==> config.mk <==
export PLATFORM = sky130hd
export DESIGN_NAME = alt_vipcts131_common_control_packet_decoder
export DESIGN_NICKNAME = d
export VERILOG_FILES = /design/src/rtl/alt_vipcts131_common_control_packet_decoder.sv
export SDC_FILE = /design/constraint.sdc
export NUM_CORES = 1
export LEC_CHECK = 0
export BUFFER_PORTS_ARGS = -buffer_cell sky130_fd_sc_hd__buf_4
export CAP_MARGIN = 25
export CORE_ASPECT_RATIO = 1.75
export CORE_MARGIN = 10
export CORE_UTILIZATION = 60
export DETAILED_ROUTE_END_ITERATION = 12
export GPL_TIMING_DRIVEN = 0
export PLACE_DENSITY = 0.86
export SYNTH_ARGS = -nofsm -noshare
export SYNTH_HDL_FRONTEND = slang
export SYNTH_SLANG_ARGS = --single-unit
==> constraint.sdc <==
create_clock -name clk -period 6.8 [get_ports clk]
set_input_delay 0 -clock clk [delete_from_list [all_inputs] [get_ports clk]]
set_output_delay 0 -clock clk [all_outputs]
set_load 0.01 [all_outputs]
==> src/rtl/alt_vipcts131_common_control_packet_decoder.sv <==
// Input-side VIP Avalon-ST parser: decodes control packets into width/height/interlaced,
// forwards video payload without its header beat, and drops every other packet type.
module alt_vipcts131_common_control_packet_decoder #(
    parameter int BITS_PER_SYMBOL  = 8,
    parameter int SYMBOLS_PER_BEAT = 3
) (
    input  logic                                        clk,
    input  logic                                        rst,
    output logic                                        din_ready,
    input  logic                                        din_valid,
    input  logic                                        din_sop,
    input  logic                                        din_eop,
    input  logic [BITS_PER_SYMBOL*SYMBOLS_PER_BEAT-1:0] din_data,
    input  logic                                        dout_ready,
    output logic                                        dout_valid,
    output logic [BITS_PER_SYMBOL*SYMBOLS_PER_BEAT-1:0] dout_data,
    output logic                                        end_of_video,
    output logic [15:0]                                 width,
    output logic [15:0]                                 height,
    output logic [3:0]                                  interlaced,
    output logic                                        vip_ctrl_valid,
    output logic                                        protocol_error
);

    typedef enum logic [1:0] {IDLE, VIDEO, CONTROL, DISCARD} state_t;

    state_t      state_q, state_d;
    logic [3:0]  cnt_q, cnt_d;
    logic [3:0]  nib_q [0:8];
    logic [3:0]  nib_d [0:8];
    logic [15:0] width_q, width_d;
    logic [15:0] height_q, height_d;
    logic [3:0]  interlaced_q, interlaced_d;
    logic        ctrlValid_q, ctrlValid_d;
    logic        protErr_q, protErr_d;
    logic        xfer;
    logic [3:0]  pktType;
    logic [4:0]  cntSum;

    // An sop beat is always taken so a stalled video consumer cannot block header parsing.
    assign din_ready    = (state_q == VIDEO) ? (dout_ready | din_sop) : 1'b1;
    assign dout_valid   = (state_q == VIDEO) & din_valid & ~din_sop;
    assign dout_data    = din_data;
    assign end_of_video = dout_valid & din_eop;

    assign width          = width_q;
    assign height         = height_q;
    assign interlaced     = interlaced_q;
    assign vip_ctrl_valid = ctrlValid_q;
    assign protocol_error = protErr_q;

    assign xfer    = din_valid & din_ready;
    assign pktType = din_data[3:0];

    always_comb begin
        state_d      = state_q;
        cnt_d        = cnt_q;
        nib_d        = nib_q;
        width_d      = width_q;
        height_d     = height_q;
        interlaced_d = interlaced_q;
        ctrlValid_d  = 1'b0;
        protErr_d    = 1'b0;
        cntSum       = {1'b0, cnt_q} + 5'(SYMBOLS_PER_BEAT);

        if (xfer) begin
            if (din_sop) begin
                if (state_q != IDLE) begin
                    protErr_d = 1'b1;
                end
                if (pktType == 4'h0) begin
                    state_d = din_eop ? IDLE : VIDEO;
                end else if (pktType == 4'hF) begin
                    cnt_d = 4'd0;
                    if (din_eop) begin
                        protErr_d = 1'b1;
                        state_d   = IDLE;
                    end else begin
                        state_d = CONTROL;
                    end
                end else begin
                    state_d = din_eop ? IDLE : DISCARD;
                end
            end else begin
                case (state_q)
                    VIDEO, DISCARD: begin
                        if (din_eop) begin
                            state_d = IDLE;
                        end
                    end
                    CONTROL: begin
                        // Symbol s of this beat carries nibble cnt+s; anything past nibble 8 is ignored.
                        for (int n = 0; n < 9; n++) begin
                            for (int s = 0; s < SYMBOLS_PER_BEAT; s++) begin
                                if (({1'b0, cnt_q} + 5'(s)) == 5'(n)) begin
                                    nib_d[n] = din_data[s*BITS_PER_SYMBOL +: 4];
                                end
                            end
                        end
                        cnt_d = (cntSum > 5'd9) ? 4'd9 : cntSum[3:0];
                        if (din_eop) begin
                            state_d = IDLE;
                            if (cnt_d == 4'd9) begin
                                width_d      = {nib_d[0], nib_d[1], nib_d[2], nib_d[3]};
                                height_d     = {nib_d[4], nib_d[5], nib_d[6], nib_d[7]};
                                interlaced_d = nib_d[8];
                                ctrlValid_d  = 1'b1;
                            end else begin
                                protErr_d = 1'b1;
                            end
                        end
                    end
                    default: ;
                endcase
            end
        end
    end

    always_ff @(posedge clk) begin
        if (rst) begin
            state_q      <= IDLE;
            cnt_q        <= 4'd0;
            nib_q        <= '{default: 4'd0};
            width_q      <= 16'd0;
            height_q     <= 16'd0;
            interlaced_q <= 4'd0;
            ctrlValid_q  <= 1'b0;
            protErr_q    <= 1'b0;
        end else begin
            state_q      <= state_d;
            cnt_q        <= cnt_d;
            nib_q        <= nib_d;
            width_q      <= width_d;
            height_q     <= height_d;
            interlaced_q <= interlaced_d;
            ctrlValid_q  <= ctrlValid_d;
            protErr_q    <= protErr_d;
        end
    end

endmodule

# Word level (Yosys, flattened, before mapping)
# Cells that the tools add are included.
[word_totals]
register_bits = 80
input_bits = 30
output_inout_bits = 65
word_cells = 125
[classes]
n_addsub = 3
n_lt_le_gt_ge = 1
eq_ne = 31
mux = 50
n_bitwise = 9
n_reduce_logical = 15
[ops]
columns = ["op", "n"]
rows = [
  ["$mux 4", 32],
  ["$eq 5x3->1 const B", 8],
  ["$eq 5x2->1 const B", 4],
  ["$eq 4x3->1 const B", 4],
  ["$logic_not 5->1", 3],
  ["$mux 2", 7],
  ["$eq 4x4->1 const B", 3],
  ["$mux 1", 11],
  ["$add 4x2->5 const B", 2],
  ["$eq 5x1->1 const B", 2],
  ["$eq 5x4->1 const B", 2],
  ["$eq 4x2->1 const B", 2],
  ["$reduce_bool 2->1", 4],
  ["$reduce_and 3->1", 2],
  ["$add 4x1->5 const B", 1],
  ["$gt 5x4->1 const B", 1],
  ["$reduce_and 5->1", 1],
  ["$reduce_or 5->1", 1],
  ["$and 1x1->1", 4],
  ["$eq 2x2->1 const B", 2],
  ["$eq 4x1->1 const B", 1],
  ["$logic_not 4->1", 1],
  ["$not 1->1", 4],
  ["$reduce_and 4->1", 1],
  ["other kinds (6)", 6],
]

# Depth between registers and ports, before layout
[depth]
ltp_word = 8
mapped_depth = 10
ltp_nobuf = 7

# Least setup slack after synthesis
# OpenSTA, ideal clock, no wires.
[synth_timing]
kind = "flip-flop to flip-flop"
from = "register cnt_q[0]"
to = "register width_q[11], in the netlist width[11]"
setup_time_ps = 130
arrival_ps = 2175
required_time_ps = 6670
path_slack_ps = 4495
path_stages_with_launch = 9
n_path_buf = 2
period_less_slack_ps = 2305
cell_sequence = "dfxtp_1 > buf_4 > inv_1 > ha_1 > mux2i_1 > o22ai_1 > a211oi_4 > buf_2 > a31oi_1"
[synth_between]
elab_chain_len = 5
elab_cells_between_ends = 13
cone_classes = "add/sub: 3; order compare: 1; eq/ne: 4; mux: 4; reduce/logical: 1"
[synth_rtl]
columns = ["element", "line", "rtl"]
rows = [
  ["start: declaration", "28", "logic [3:0] cnt_q, cnt_d;"],
  ["start signal: assignment", "131", "cnt_q <= cnt_d;"],
  ["$add 4x2->5", "64", "cntSum = {1'b0, cnt_q} + 5'(SYMBOLS_PER_BEAT);"],
  ["$gt 5x4->1", "100", "cnt_d = (cntSum > 5'd9) ? 4'd9 : cntSum[3:0];"],
  ["$mux 4", "100", ""],
  ["$eq 4x4->1", "103", "if (cnt_d == 4'd9) begin"],
  ["$reduce_and 5->1 (no source line)", "n/a", ""],
  ["end signal: assignment", "133", "width_q <= width_d;"],
  ["end: declaration", "31", "logic [15:0] width_q, width_d;"],
]
# Several ways; a longest one is shown, not always the timed one.
# A chain may end at the register's enable or synchronous reset.

# Final worst setup path
[layout_timing]
from = "register cnt_q[0]"
to = "register width_q[0], in the netlist width[0]"
# Same word-level chain as after synthesis.

==> results.json <==
{
  "status": "finished clean",
  "ir_worst_vdd_uv": 176.3,
  "crit_required_ns": 7.02,
  "slowest_delay_ns": 0.67,
  "setup_viol_count_final": 0,
  "final_common_cell": "buf_4",
  "period_needed_ns": 3.029,
  "rsz0062_at_grt": "false",
  "maxSlewHeadroom": 0.4893,
  "cts-htree-levels": 3,
  "rr_worst_depth": 8,
  "cts_tree": "done",
  "p_switching_w": 0.0002695,
  "clockBufferDepth": 2,
  "clkLatencyLatePin_ns": 0.35,
  "die_y_um": 138.5,
  "hold_path.class": "in -> reg",
  "die-area_sq_um": 12150,
  "die_w_um": 87.73,
  "numCtsBuffers": 9,
  "track_usage": 0.2609,
  "wl_mm": 15.96,
  "hold_viol": 0,
  "cts_root_buffer": "clkbuf_16",
  "leakagePower_nw": 2.425,
  "drive_above_1_share": 0.2984,
  "n_antenna_cell": 0,
  "r2r-start": "cnt_q[0]",
  "synthFlopType": "dfxtp_1",
  "layout_common_cells": "buf_4 (102), dfxtp_1 (80), o21ai_0 (67)",
  "yosysTopAreaCellShare": 0.3326,
  "maxSlewViolCount": 0,
  "ys_ff_latch": 80,
  "power_density_nw_per_um2": 181.5,
  "crit_start": "cnt_q[0]",
  "internal_power_w": 0.0007799,
  "crit_fanout": 10,
  "holdPathStages": 4,
  "path_clk_slew_ns": 0.06,
  "finish.instance_area_sq_um": 5781,
  "drtPass1Iterations": 6,
  "synth_area_leaders": "dfxtp_1 (33%), mux2i_1 (8.1%), mux2_2 (7.7%)",
  "switching_share": 0.2568,
  "synthCells": 549,
  "post_dp_cell_area_sq_um": 5477,
  "fillers": 603,
  "synth_area_per_cell_sq_um": 8.772,
  "rows": 43,
  "route.detailed.drc": 0,
  "core_area_sq_um": 7855,
  "vias": 4740,
  "gp_congestion": 1.017,
  "synth_area_sq_um": 4816,
  "io_buffers": 73,
  "synth-edff-count": 0,
  "grt_overflow": 0,
  "vias_per_cell": 6.493,
  "tns_ns": 0,
  "io_pins": 95,
  "area_growth_pct": 20.03,
  "fin_crit_sh": 0.4455,
  "wire_per_inst_um": 21.86,
  "setup_slack_ns": 3.771,
  "cp_cell_sequence": "buf_4 > inv_1 > ha_1 > mux2i_1 > o22ai_1 > a211oi_4 > buf_2 > a31oi_1",
  "cts_hold_buf": 2,
  "worstMarginPinSlew_ns": 0.7661,
  "clockPowerShare": 0.450,
  "drv_cap": 0,
  "start_kind": "flip-flop",
  "r2r_end": "width[0]",
  "cp_slowest_cell": "a211oi_4",
  "drtAntennaViolNets": 0,
  "ys_types": 52,
  "yosysSeqAreaShare": 0.3326,
  "met1_usage": 0.2825,
  "synth_top_area_cell": "dfxtp_1",
  "met3_usage": 0.05294,
  "grt-busiest-layer": "met2",
  "synth.net_count": 589,
  "initialDrtViolationCount": 417,
  "antenna_found_initial": 0,
  "grt_max_degree": 14,
  "final_nets": 675,
  "rrSetupSlack_ns": 3.77,
  "initial_utilization": 0.6131,
  "skew_ns": 0.005197,
  "power_frac_seq": 0.454,
  "post_cts_buffers": 0,
  "crit_arrival_ns": 3.25,
  "dp_worst_setup_slack_ns": 3.868,
  "worstHoldEndpoint": "state_q[1]",
  "end_kind": "flip-flop",
  "post_cts_resized": 0,
  "worstHoldStart": "din_sop",
  "met2_usage": 0.4485,
  "first_global_vias": 4871,
  "grt_first_pass_wirelength_mm": 25.41,
  "crit_type": "reg -> reg",
  "p_comb_frac": 0.096,
  "clkSinkCount": 80,
  "hpwl_mm": 11.31,
  "fmax_mhz": 330.1,
  "yosysWarningCount": 0,
  "synthArstFlopShare": 0
}
## cells by family (layout without fill, tap and decap cells)
family | after synthesis | in the layout | synth area share
flops | 80 | 80 | 0.3326
compound gates | 192 | 192 | 0.2640
mux | 72 | 72 | 0.1582
xor+xnor | 3 | 3 | 0.005457
simple gates | 108 | 108 | 0.1167
fa+ha+maj | 10 | 10 | 0.02598
buf+inv | 84 | 175 | 0.09717
## stage by stage
| stage | power, W | hold WS, ns | util | instances |
|---|---|---|---|---|
| 2_1_floorplan | 0.0005441 | 0.05669 | - | 549 |
| 3_3_place_gp | 0.0005810 | 0.1803 | 0.6972 | 712 |
| 3_5_place_dp | 0.0005833 | 0.1800 | 0.6972 | 712 |
| 4_1_cts | 0.001040 | 0.01294 | 0.7359 | 730 |
| 5_1_grt | 0.001071 | 0.03122 | 0.7359 | 730 |
| 6_report | 0.001049 | 0.01417 | 0.7359 | 730 |
## state kept, by name, summed over array words and instances, names as in the netlist
signal	flops
cnt_q	4
height	16
interlaced	4
nib_q	36
protocol_error	1
state_q	2
vip_ctrl_valid	1
width	16
## cells in the mapped netlist (2+ instances only)
cell and count:
nor3_1 5, xor2_1 2, nor3b_2 4, a311oi_1 7, ha_1 10, o21ai_0 67, nand4_1 4, a31oi_1 38
buf_6 4, dfxtp_1 80, a211oi_2 15, nand3_1 6, and2_1 2, nand2_1 29, clkbuf_1 30, a221o_1 5
nor2_1 34, o21ai_1 4, o211ai_1 16, mux2i_1 39, buf_4 29, buf_2 9, clkbuf_2 2, nand2b_1 5
a21oi_1 25, o22ai_1 2, mux2_2 33, inv_1 9, and3_1 3, nand3b_1 9
## metal layers
| metal | vias to the layer above | share of wire |
|---|---|---|
| li1 | 2182 | - |
| met1 | 2214 | 0.36 |
| met2 | 275 | 0.52 |
| met3 | 69 | 0.081 |
| met4 | 0 | 0.046 |
| met5 | - | 0 |
## critical path, delay by kind of cell (launching register included)
kind	cells	cell delay [ns]
mux	1	0.34
flops	1	0.45
compound gates	3	1.03
buf+inv	3	0.73
fa+ha+maj	1	0.34
## worst max path at each step
stage,end,slack [ns]
after CTS,width[0],3.81
after global routing,width[0],3.56
after floorplan,width[11],4.50
after global placement,width[7],3.92
after detailed placement,height[14],3.87
final,width[0],3.77
## cell type report
| class | instances | area, sq um | share of cell area |
|---|---|---|---|
| plain buffers | 74 | 430.4 | 0.07446 |
| clock buffers | 11 | 252.7 | 0.04372 |
| clock inverters | 5 | 31.28 | 0.005411 |
| inverters | 10 | 37.54 | 0.006494 |
| multi-input cells | 385 | 2746 | 0.4751 |
| flip-flops and latches | 80 | 1602 | 0.2771 |
| well taps | 90 | 112.6 | 0.01948 |
| repair buffers | 75 | 568.0 | 0.09827 |
## power by group through the flow
stage          Sequential (W)  Combinational, W  Clock (W)
3_5_place_dp         0.000486         0.0000969          0
6_report             0.000476          0.000101   0.000472
5_1_grt              0.000476          0.000107   0.000488
4_1_cts              0.000476         0.0000986   0.000465
3_3_place_gp         0.000486         0.0000948          0
2_1_floorplan        0.000486         0.0000586          0
Note: power is estimated with default switching activity, not from simulation.
